===== src/rtl/axi4_lite_initiator_pkg.sv =====
// Shared types and constants for the AXI4-lite initiator slice:
// FSM state encoding and the AXI protection encodings used on AR/AW.
package axi4_lite_initiator_pkg;

  // One outstanding transaction; the state tells which channel is open.
  typedef enum logic [2:0] {
    ST_IDLE = 3'd0,
    ST_RD_A = 3'd1,
    ST_RD_D = 3'd2,
    ST_WR   = 3'd3,
    ST_WR_B = 3'd4,
    ST_DONE = 3'd5
  } state_e;

  localparam logic [2:0] PROT_INSN = 3'b100;
  localparam logic [2:0] PROT_DATA = 3'b000;

  // Instruction fetches are tagged through the instruction bit of xPROT.
  function automatic logic [2:0] prot_for(input logic instr);
    return instr ? PROT_INSN : PROT_DATA;
  endfunction

endpackage


===== src/rtl/axi4_lite_initiator_if.sv =====
// Bundle of the core-side native memory port and the five AXI4-lite
// channels. The master modport is the initiator's view of the bus.
interface axi4_lite_initiator_if;

  // Native memory interface (core side)
  logic        mem_valid;
  logic        mem_instr;
  logic [31:0] mem_addr;
  logic [31:0] mem_wdata;
  logic [3:0]  mem_wstrb;
  logic        mem_ready;
  logic [31:0] mem_rdata;

  // AXI4-lite channels (bus side)
  logic        mem_axi_awvalid;
  logic        mem_axi_awready;
  logic [31:0] mem_axi_awaddr;
  logic [2:0]  mem_axi_awprot;
  logic        mem_axi_wvalid;
  logic        mem_axi_wready;
  logic [31:0] mem_axi_wdata;
  logic [3:0]  mem_axi_wstrb;
  logic        mem_axi_bvalid;
  logic        mem_axi_bready;
  logic        mem_axi_arvalid;
  logic        mem_axi_arready;
  logic [31:0] mem_axi_araddr;
  logic [2:0]  mem_axi_arprot;
  logic        mem_axi_rvalid;
  logic        mem_axi_rready;
  logic [31:0] mem_axi_rdata;

  modport master (
    input  mem_valid, mem_instr, mem_addr, mem_wdata, mem_wstrb,
    output mem_ready, mem_rdata,
    output mem_axi_awvalid, mem_axi_awaddr, mem_axi_awprot,
    input  mem_axi_awready,
    output mem_axi_wvalid, mem_axi_wdata, mem_axi_wstrb,
    input  mem_axi_wready,
    input  mem_axi_bvalid,
    output mem_axi_bready,
    output mem_axi_arvalid, mem_axi_araddr, mem_axi_arprot,
    input  mem_axi_arready,
    input  mem_axi_rvalid, mem_axi_rdata,
    output mem_axi_rready
  );

  modport slave (
    output mem_valid, mem_instr, mem_addr, mem_wdata, mem_wstrb,
    input  mem_ready, mem_rdata,
    input  mem_axi_awvalid, mem_axi_awaddr, mem_axi_awprot,
    output mem_axi_awready,
    input  mem_axi_wvalid, mem_axi_wdata, mem_axi_wstrb,
    output mem_axi_wready,
    output mem_axi_bvalid,
    input  mem_axi_bready,
    input  mem_axi_arvalid, mem_axi_araddr, mem_axi_arprot,
    output mem_axi_arready,
    output mem_axi_rvalid, mem_axi_rdata,
    input  mem_axi_rready
  );

endinterface


===== src/rtl/axi4_lite_wdog.sv =====
// Transaction watchdog: saturating cycle counter that runs while a
// transaction is open and a sticky flag that sets when it reaches the
// limit. A limit of zero disables both. The flag only clears on reset.
module axi4_lite_wdog #(
  parameter int unsigned TIMEOUT_CYCLES = 0,
  parameter int unsigned TIMEOUT_WIDTH  = 16
) (
  input  logic clk,
  input  logic resetn,
  input  logic active_i,
  output logic timeout_o
);

  localparam logic [TIMEOUT_WIDTH-1:0] LIMIT = TIMEOUT_WIDTH'(TIMEOUT_CYCLES);
  localparam logic [TIMEOUT_WIDTH-1:0] ONE   = TIMEOUT_WIDTH'(1);
  localparam logic [TIMEOUT_WIDTH-1:0] ZERO  = {TIMEOUT_WIDTH{1'b0}};

  logic [TIMEOUT_WIDTH-1:0] cnt_q, cnt_d;
  logic                     timeout_q, timeout_d;

  // Next count: clear when idle, count up to the limit and hold there.
  always_comb begin
    cnt_d     = cnt_q;
    timeout_d = timeout_q;
    if (TIMEOUT_CYCLES == 0) begin
      cnt_d     = ZERO;
      timeout_d = 1'b0;
    end else if (!active_i) begin
      cnt_d     = ZERO;
      timeout_d = timeout_q;
    end else if (cnt_q != LIMIT) begin
      cnt_d = cnt_q + ONE;
      if (cnt_q + ONE == LIMIT) begin
        timeout_d = 1'b1;
      end else begin
        timeout_d = timeout_q;
      end
    end else begin
      cnt_d     = cnt_q;
      timeout_d = 1'b1;
    end
  end

  // Counter and sticky flag registers.
  always_ff @(posedge clk) begin
    if (!resetn) begin
      cnt_q     <= ZERO;
      timeout_q <= 1'b0;
    end else begin
      cnt_q     <= cnt_d;
      timeout_q <= timeout_d;
    end
  end

  assign timeout_o = timeout_q;

endmodule


===== src/rtl/axi4_lite_initiator.sv =====
// AXI4-lite initiator: turns one native valid/ready request at a time into
// AR/R or AW/W/B traffic. Every bus output comes straight from a register;
// request fields are latched when leaving IDLE and held until handshake.
module axi4_lite_initiator
  import axi4_lite_initiator_pkg::*;
#(
  parameter int unsigned TIMEOUT_CYCLES = 0,
  parameter int unsigned TIMEOUT_WIDTH  = 16
) (
  input  logic                  clk,
  input  logic                  resetn,
  axi4_lite_initiator_if.master bus,
  output logic                  busy,
  output logic                  timeout
);

  state_e      state_q;
  logic [31:0] addr_q;
  logic [31:0] wdata_q;
  logic [3:0]  wstrb_q;
  logic [2:0]  prot_q;
  logic        arvalid_q, awvalid_q, wvalid_q, rready_q, bready_q;
  logic        aw_done_q, w_done_q;
  logic        mem_ready_q;
  logic [31:0] mem_rdata_q;
  logic        busy_q;

  logic ar_fire_s, r_fire_s, aw_fire_s, w_fire_s, b_fire_s;
  logic aw_ok_s, w_ok_s;
  logic wdog_active_s;

  assign ar_fire_s = arvalid_q && bus.mem_axi_arready;
  assign r_fire_s  = rready_q  && bus.mem_axi_rvalid;
  assign aw_fire_s = awvalid_q && bus.mem_axi_awready;
  assign w_fire_s  = wvalid_q  && bus.mem_axi_wready;
  assign b_fire_s  = bready_q  && bus.mem_axi_bvalid;

  // A write side counts as done from the cycle its handshake is sampled.
  assign aw_ok_s = aw_done_q || aw_fire_s;
  assign w_ok_s  = w_done_q  || w_fire_s;

  // The watchdog only runs while a bus channel is actually open.
  assign wdog_active_s = (state_q != ST_IDLE) && (state_q != ST_DONE);

  // Transaction FSM with all bus-facing outputs registered alongside it.
  always_ff @(posedge clk) begin
    if (!resetn) begin
      state_q     <= ST_IDLE;
      addr_q      <= 32'h0000_0000;
      wdata_q     <= 32'h0000_0000;
      wstrb_q     <= 4'b0000;
      prot_q      <= 3'b000;
      arvalid_q   <= 1'b0;
      awvalid_q   <= 1'b0;
      wvalid_q    <= 1'b0;
      rready_q    <= 1'b0;
      bready_q    <= 1'b0;
      aw_done_q   <= 1'b0;
      w_done_q    <= 1'b0;
      mem_ready_q <= 1'b0;
      mem_rdata_q <= 32'h0000_0000;
      busy_q      <= 1'b0;
    end else begin
      case (state_q)
        ST_IDLE: begin
          mem_ready_q <= 1'b0;
          if (bus.mem_valid) begin
            addr_q <= bus.mem_addr;
            prot_q <= prot_for(bus.mem_instr);
            busy_q <= 1'b1;
            if (bus.mem_wstrb == 4'b0000) begin
              arvalid_q <= 1'b1;
              state_q   <= ST_RD_A;
            end else begin
              wdata_q   <= bus.mem_wdata;
              wstrb_q   <= bus.mem_wstrb;
              awvalid_q <= 1'b1;
              wvalid_q  <= 1'b1;
              aw_done_q <= 1'b0;
              w_done_q  <= 1'b0;
              state_q   <= ST_WR;
            end
          end else begin
            busy_q <= 1'b0;
          end
        end
        ST_RD_A: begin
          if (ar_fire_s) begin
            arvalid_q <= 1'b0;
            rready_q  <= 1'b1;
            state_q   <= ST_RD_D;
          end
        end
        ST_RD_D: begin
          if (r_fire_s) begin
            mem_rdata_q <= bus.mem_axi_rdata;
            rready_q    <= 1'b0;
            mem_ready_q <= 1'b1;
            state_q     <= ST_DONE;
          end
        end
        ST_WR: begin
          if (aw_fire_s) begin
            awvalid_q <= 1'b0;
          end
          if (w_fire_s) begin
            wvalid_q <= 1'b0;
          end
          aw_done_q <= aw_ok_s;
          w_done_q  <= w_ok_s;
          if (aw_ok_s && w_ok_s) begin
            bready_q <= 1'b1;
            state_q  <= ST_WR_B;
          end
        end
        ST_WR_B: begin
          if (b_fire_s) begin
            bready_q    <= 1'b0;
            mem_ready_q <= 1'b1;
            state_q     <= ST_DONE;
          end
        end
        ST_DONE: begin
          // mem_valid is deliberately ignored here; the core is still
          // seeing mem_ready and may not have retired its request yet.
          mem_ready_q <= 1'b0;
          aw_done_q   <= 1'b0;
          w_done_q    <= 1'b0;
          busy_q      <= 1'b0;
          state_q     <= ST_IDLE;
        end
        default: begin
          arvalid_q   <= 1'b0;
          awvalid_q   <= 1'b0;
          wvalid_q    <= 1'b0;
          rready_q    <= 1'b0;
          bready_q    <= 1'b0;
          aw_done_q   <= 1'b0;
          w_done_q    <= 1'b0;
          mem_ready_q <= 1'b0;
          busy_q      <= 1'b0;
          state_q     <= ST_IDLE;
        end
      endcase
    end
  end

  axi4_lite_wdog #(
    .TIMEOUT_CYCLES(TIMEOUT_CYCLES),
    .TIMEOUT_WIDTH (TIMEOUT_WIDTH)
  ) u_wdog (
    .clk      (clk),
    .resetn   (resetn),
    .active_i (wdog_active_s),
    .timeout_o(timeout)
  );

  assign bus.mem_ready       = mem_ready_q;
  assign bus.mem_rdata       = mem_rdata_q;
  assign bus.mem_axi_awvalid = awvalid_q;
  assign bus.mem_axi_awaddr  = addr_q;
  assign bus.mem_axi_awprot  = PROT_DATA;
  assign bus.mem_axi_wvalid  = wvalid_q;
  assign bus.mem_axi_wdata   = wdata_q;
  assign bus.mem_axi_wstrb   = wstrb_q;
  assign bus.mem_axi_bready  = bready_q;
  assign bus.mem_axi_arvalid = arvalid_q;
  assign bus.mem_axi_araddr  = addr_q;
  assign bus.mem_axi_arprot  = prot_q;
  assign bus.mem_axi_rready  = rready_q;
  assign busy                = busy_q;

endmodule


===== src/flat_wrapper.sv =====
// flat-port wrapper written by rule: the top's interface ports become plain ports
module axi4_lite_initiator_flat import axi4_lite_initiator_pkg::*;
#(
  parameter int unsigned TIMEOUT_CYCLES = 0,
  parameter int unsigned TIMEOUT_WIDTH  = 16
)
  (clk, resetn, busy, timeout, bus_mem_valid, bus_mem_instr, bus_mem_addr, bus_mem_wdata, bus_mem_wstrb, bus_mem_ready, bus_mem_rdata, bus_mem_axi_awvalid, bus_mem_axi_awaddr, bus_mem_axi_awprot, bus_mem_axi_awready, bus_mem_axi_wvalid, bus_mem_axi_wdata, bus_mem_axi_wstrb, bus_mem_axi_wready, bus_mem_axi_bvalid, bus_mem_axi_bready, bus_mem_axi_arvalid, bus_mem_axi_araddr, bus_mem_axi_arprot, bus_mem_axi_arready, bus_mem_axi_rvalid, bus_mem_axi_rdata, bus_mem_axi_rready);
  axi4_lite_initiator_if bus_i ();
  input  logic clk;
  input  logic resetn;
  output logic busy;
  output logic timeout;
  input wire logic [$bits(bus_i.mem_valid)-1:0] bus_mem_valid;
  input wire logic [$bits(bus_i.mem_instr)-1:0] bus_mem_instr;
  input wire logic [$bits(bus_i.mem_addr)-1:0] bus_mem_addr;
  input wire logic [$bits(bus_i.mem_wdata)-1:0] bus_mem_wdata;
  input wire logic [$bits(bus_i.mem_wstrb)-1:0] bus_mem_wstrb;
  output wire logic [$bits(bus_i.mem_ready)-1:0] bus_mem_ready;
  output wire logic [$bits(bus_i.mem_rdata)-1:0] bus_mem_rdata;
  output wire logic [$bits(bus_i.mem_axi_awvalid)-1:0] bus_mem_axi_awvalid;
  output wire logic [$bits(bus_i.mem_axi_awaddr)-1:0] bus_mem_axi_awaddr;
  output wire logic [$bits(bus_i.mem_axi_awprot)-1:0] bus_mem_axi_awprot;
  input wire logic [$bits(bus_i.mem_axi_awready)-1:0] bus_mem_axi_awready;
  output wire logic [$bits(bus_i.mem_axi_wvalid)-1:0] bus_mem_axi_wvalid;
  output wire logic [$bits(bus_i.mem_axi_wdata)-1:0] bus_mem_axi_wdata;
  output wire logic [$bits(bus_i.mem_axi_wstrb)-1:0] bus_mem_axi_wstrb;
  input wire logic [$bits(bus_i.mem_axi_wready)-1:0] bus_mem_axi_wready;
  input wire logic [$bits(bus_i.mem_axi_bvalid)-1:0] bus_mem_axi_bvalid;
  output wire logic [$bits(bus_i.mem_axi_bready)-1:0] bus_mem_axi_bready;
  output wire logic [$bits(bus_i.mem_axi_arvalid)-1:0] bus_mem_axi_arvalid;
  output wire logic [$bits(bus_i.mem_axi_araddr)-1:0] bus_mem_axi_araddr;
  output wire logic [$bits(bus_i.mem_axi_arprot)-1:0] bus_mem_axi_arprot;
  input wire logic [$bits(bus_i.mem_axi_arready)-1:0] bus_mem_axi_arready;
  input wire logic [$bits(bus_i.mem_axi_rvalid)-1:0] bus_mem_axi_rvalid;
  input wire logic [$bits(bus_i.mem_axi_rdata)-1:0] bus_mem_axi_rdata;
  output wire logic [$bits(bus_i.mem_axi_rready)-1:0] bus_mem_axi_rready;
  assign bus_i.mem_valid = bus_mem_valid;
  assign bus_i.mem_instr = bus_mem_instr;
  assign bus_i.mem_addr = bus_mem_addr;
  assign bus_i.mem_wdata = bus_mem_wdata;
  assign bus_i.mem_wstrb = bus_mem_wstrb;
  assign bus_mem_ready = bus_i.mem_ready;
  assign bus_mem_rdata = bus_i.mem_rdata;
  assign bus_mem_axi_awvalid = bus_i.mem_axi_awvalid;
  assign bus_mem_axi_awaddr = bus_i.mem_axi_awaddr;
  assign bus_mem_axi_awprot = bus_i.mem_axi_awprot;
  assign bus_i.mem_axi_awready = bus_mem_axi_awready;
  assign bus_mem_axi_wvalid = bus_i.mem_axi_wvalid;
  assign bus_mem_axi_wdata = bus_i.mem_axi_wdata;
  assign bus_mem_axi_wstrb = bus_i.mem_axi_wstrb;
  assign bus_i.mem_axi_wready = bus_mem_axi_wready;
  assign bus_i.mem_axi_bvalid = bus_mem_axi_bvalid;
  assign bus_mem_axi_bready = bus_i.mem_axi_bready;
  assign bus_mem_axi_arvalid = bus_i.mem_axi_arvalid;
  assign bus_mem_axi_araddr = bus_i.mem_axi_araddr;
  assign bus_mem_axi_arprot = bus_i.mem_axi_arprot;
  assign bus_i.mem_axi_arready = bus_mem_axi_arready;
  assign bus_i.mem_axi_rvalid = bus_mem_axi_rvalid;
  assign bus_i.mem_axi_rdata = bus_mem_axi_rdata;
  assign bus_mem_axi_rready = bus_i.mem_axi_rready;
  axi4_lite_initiator #(.TIMEOUT_CYCLES(TIMEOUT_CYCLES), .TIMEOUT_WIDTH(TIMEOUT_WIDTH)) u_core (.clk(clk), .resetn(resetn), .bus(bus_i), .busy(busy), .timeout(timeout));
endmodule

===== config.mk =====
export PLATFORM = sky130hd
export DESIGN_NAME = axi4_lite_initiator_flat
export DESIGN_NICKNAME = d
export VERILOG_FILES = /design/src/rtl/axi4_lite_initiator_pkg.sv /design/src/rtl/axi4_lite_initiator_if.sv /design/src/rtl/axi4_lite_wdog.sv /design/src/rtl/axi4_lite_initiator.sv /design/src/flat_wrapper.sv
export SDC_FILE = /design/constraint.sdc
export NUM_CORES = 1
export LEC_CHECK = 0
export ABC_AREA = 1
export CORE_ASPECT_RATIO = 0.6
export CORE_UTILIZATION = 37
export CTS_CLUSTER_DIAMETER = 200
export CTS_CLUSTER_SIZE = 12
export DETAILED_ROUTE_END_ITERATION = 7
export PLACE_DENSITY = 0.87
export SYNTH_ARGS = -nofsm -noshare
export SYNTH_HDL_FRONTEND = slang
export SYNTH_SLANG_ARGS = --single-unit

===== constraint.sdc =====
create_clock -name clk -period 3 [get_ports clk]
set_clock_uncertainty 0.05 [all_clocks]
set_input_delay 0.6 -clock clk [delete_from_list [all_inputs] [get_ports clk]]
set_output_delay 0.6 -clock clk [all_outputs]
set_load 0.02 [all_outputs]

==> results.py <==
metrics = {
    "run_status": {
        "status": "finished, final reports clean",
    },
    "grt": {
        "grt_pass1_vias": 4178,
        "grt_pass1_wl_mm": 21.2,
        "track_usage": 0.210,
        "grt_max_degree": 65,
        "antenna_found_initial": 0,
        "grt.overflow.total": 0,
    },
    "die": {
        "die_width_um": 146,
        "die_area_um2": 12900,
        "start_util": 0.381,
        "dieHeight_um": 88.3,
        "core_um2": 12100,
        "ios": 255,
        "row_count": 31,
    },
    "clock_network": {
        "cts_sinks": 113,
        "clockBufferDepth": 2,
        "cts.clk_slew.worst_paths_ns": 0.05,
        "cts_buffers": 17,
        "htreeDepth": 4,
        "root_buffer": "clkbuf_16",
        "clock_latency_ns": 0.40,
        "cts.repair.resized": 0,
        "post_cts_buffers": 0,
        "cts_tree": "built",
        "cts_hold_buf": 0,
    },
    "logic_synthesis": {
        "synth-seq-cells": 113,
        "yosysTopAreaCellShare": 0.493,
        "synth_cell_types": 25,
        "synth_top_area_cell": "dfxtp_1",
        "synthTopCellsByArea": "dfxtp_1, a21oi_1, nor2_1",
        "yosys_warnings": 0,
        "synth_seq_area_share": 0.493,
        "syn_inst": 598,
        "synth_area_um2": 4590,
        "syn_area_per_cell_um2": 7.68,
    },
    "placement": {
        "routabilityCongestion": 0.868,
        "dpl.hpwl_mm": 9.71,
        "io_buffers": 248,
        "dp_cells": 951,
        "place_ws_ns": 0.363,
    },
    "setup_path": {
        "cp.required_ns": 3.23,
        "slowest_delay_ns": 0.48,
        "cp-startpoint": "bus_mem_wstrb[1]",
        "worstReg2RegStart": "u_core.state_q[2]",
        "path_buf_inv": 2,
        "path_delay_family": "simple AND/OR/NAND/NOR gates",
        "crit_path_max_fanout": 37,
        "cp_cell_sequence": "clkdlybuf4s50_1 > nor2_1 > nand2_1 > nand2_2 > nor2_8 > inv_2 > nor2_1 > nor2_1",
        "cp_slowest_cell": "clkdlybuf4s50_1",
        "cp-end-kind": "flip-flop",
        "cp_common_cell": "nor2_1",
        "cp.arrival_ns": 2.44,
        "worstSetupPathType": "input pin to flip-flop",
        "critPathLaunchType": "input pin",
    },
    "sta": {
        "relSlewSlack": 0.615,
        "rsz0062_at_grt": "false",
        "max_slew.worst_pin.slew_ns": 0.577,
        "finalCriticalPeriod_ns": 2.21,
        "postLayoutSetupSlackWorst_ns": 0.786,
        "final_hold_viol_count": 0,
        "finalCritPeriodShare": 0.738,
        "fmaxAchievable_ghz": 0.452,
        "setup_viol": 0,
        "drv_slew": 0,
        "fin_setup_tns_ns": 0,
        "timing.hold.ws_ns": 0.392,
    },
    "min_path": {
        "hp-class": "flip-flop to flip-flop",
        "hold_start": "u_core.bus.mem_rdata[14]",
    },
    "routing": {
        "via_per_inst": 4.65,
        "wl_per_cell_um": 13.8,
        "drt_pre_antenna_iters": 4,
        "drc": 0,
        "vias": 4570,
        "postRouteAntennaNets": 0,
        "drt_iter0_drc": 254,
        "wl_mm": 13.6,
    },
    "layout": {
        "instances_no_fill": 983,
        "fillers": 1037,
        "drive_gt1_frac": 0.0587,
        "area_growth_syn_to_layout_pct": 62.5,
        "regArea_um2": 2260,
        "diodes": 0,
        "nets": 916,
        "multi_input_area_um2": 1720,
    },
    "job": {
        "drv_cap": 0,
    },
    "pwr": {
        "leakage_nw": 2.86,
        "ir_worst_vdd_v": 0.000460,
        "power_density_nw_per_um2": 834,
    },
}
## cells in the final DEF (no fill, tap or decap), drive strengths merged
master	count
buf	8
or2	2
conb	6
clkdlybuf4s50	247
o21ai	74
nor3	1
dfxtp	113
clkbuf	18
bufinv	2
o31ai	1
nand4	2
a21oi	79
nand2	62
clkinv	8
nand3	42
clkinvlp	4
ha	2
inv	46
nor2	101
## cells by family after synthesis
kind of cell / count (synthesis) / synth area share
DFF: 113 / 0.493
and+or+nand+nor: 210 / 0.196
buffers and inverters: 118 / 0.137
AOI/OAI and AO/OA: 154 / 0.168
adders and majority gates: 2 / 0.00545
other: 1 / 0.000817
## state kept, by name, indices dropped and copies added (netlist names)
signal / flops
u_core.aw_done_q: 1
u_core.bus.mem_axi_rready: 1
u_core.bus.mem_axi_arprot: 1
u_core.bus.mem_axi_awvalid: 1
u_core.bus.mem_axi_arvalid: 1
u_core.bus.mem_axi_araddr: 32
u_core.bus.mem_axi_wdata: 32
u_core.bus.mem_axi_wvalid: 1
u_core.bus.mem_ready: 1
u_core.bus.mem_rdata: 32
u_core.busy: 1
u_core.state_q: 3
u_core.bus.mem_axi_wstrb: 4
u_core.bus.mem_axi_bready: 1
u_core.w_done_q: 1
## worst paths after layout
path                                 end  slack (ns)  cells after the start
min reg2reg     u_core.bus.mem_rdata[14]        0.39                      2
max          u_core.bus.mem_axi_wdata[1]        0.79                      8
max reg2reg  u_core.bus.mem_axi_wdata[1]        0.98                      8
min             u_core.bus.mem_rdata[14]        0.39                      2
## cells in the mapped netlist (all sizes together)
master / count
dfxtp: 113
buf: 52
a21oi: 79
inv: 45
nor2: 101
clkbuf: 20
ha: 2
nand3: 42
conb: 1
o31ai: 1
or2: 2
o21ai: 74
nor3: 1
nand4: 2
nand2: 62
clkinv: 1
## final cells by class
cell class,instances,share of cell area
Timing Repair Buffer,255,0.339
Sequential cell,113,0.303
Multi-Input combinational cell,372,0.230
Clock buffer,18,0.0575
Tap cell,165,0.0277
Inverter,46,0.0231
Clock inverter,14,0.0190
## where the power goes
group | switching, mW | internal (mW) | total [mW]
clock network | 0.710 | 1.22 | 1.93
logic | 1.32 | 0.987 | 2.31
registers | 0.202 | 1.78 | 1.99
## stage by stage
stage / util / cell area, um^2 / total power, mW
CTS: 0.619 / 7460 / 6.27
detailed placement: 0.571 / 6890 / 4.31
global route: 0.619 / 7460 / 6.58
finish: 0.619 / 7460 / 6.22
floorplan: - / 4610 / 3.42
global placement: 0.571 / 6890 / 4.28
## tightest hold or removal path: stages, from the launching register on
cell and delay, ns:
dfxtp_1 0.30, inv_1 0.04, a21oi_1 0.05
## routing by layer
| layer | GRT usage | up-vias | share of wire |
|---|---|---|---|
| li1 | - | 2311 | - |
| met1 | 0.264 | 2102 | 0.46 |
| met2 | 0.339 | 149 | 0.46 |
| met3 | 0.0789 | 8 | 0.074 |
| met4 | 0.0632 | 0 | 0.0068 |
| met5 | 0 | - | 0 |
Note: power is estimated with default switching activity, not from simulation.
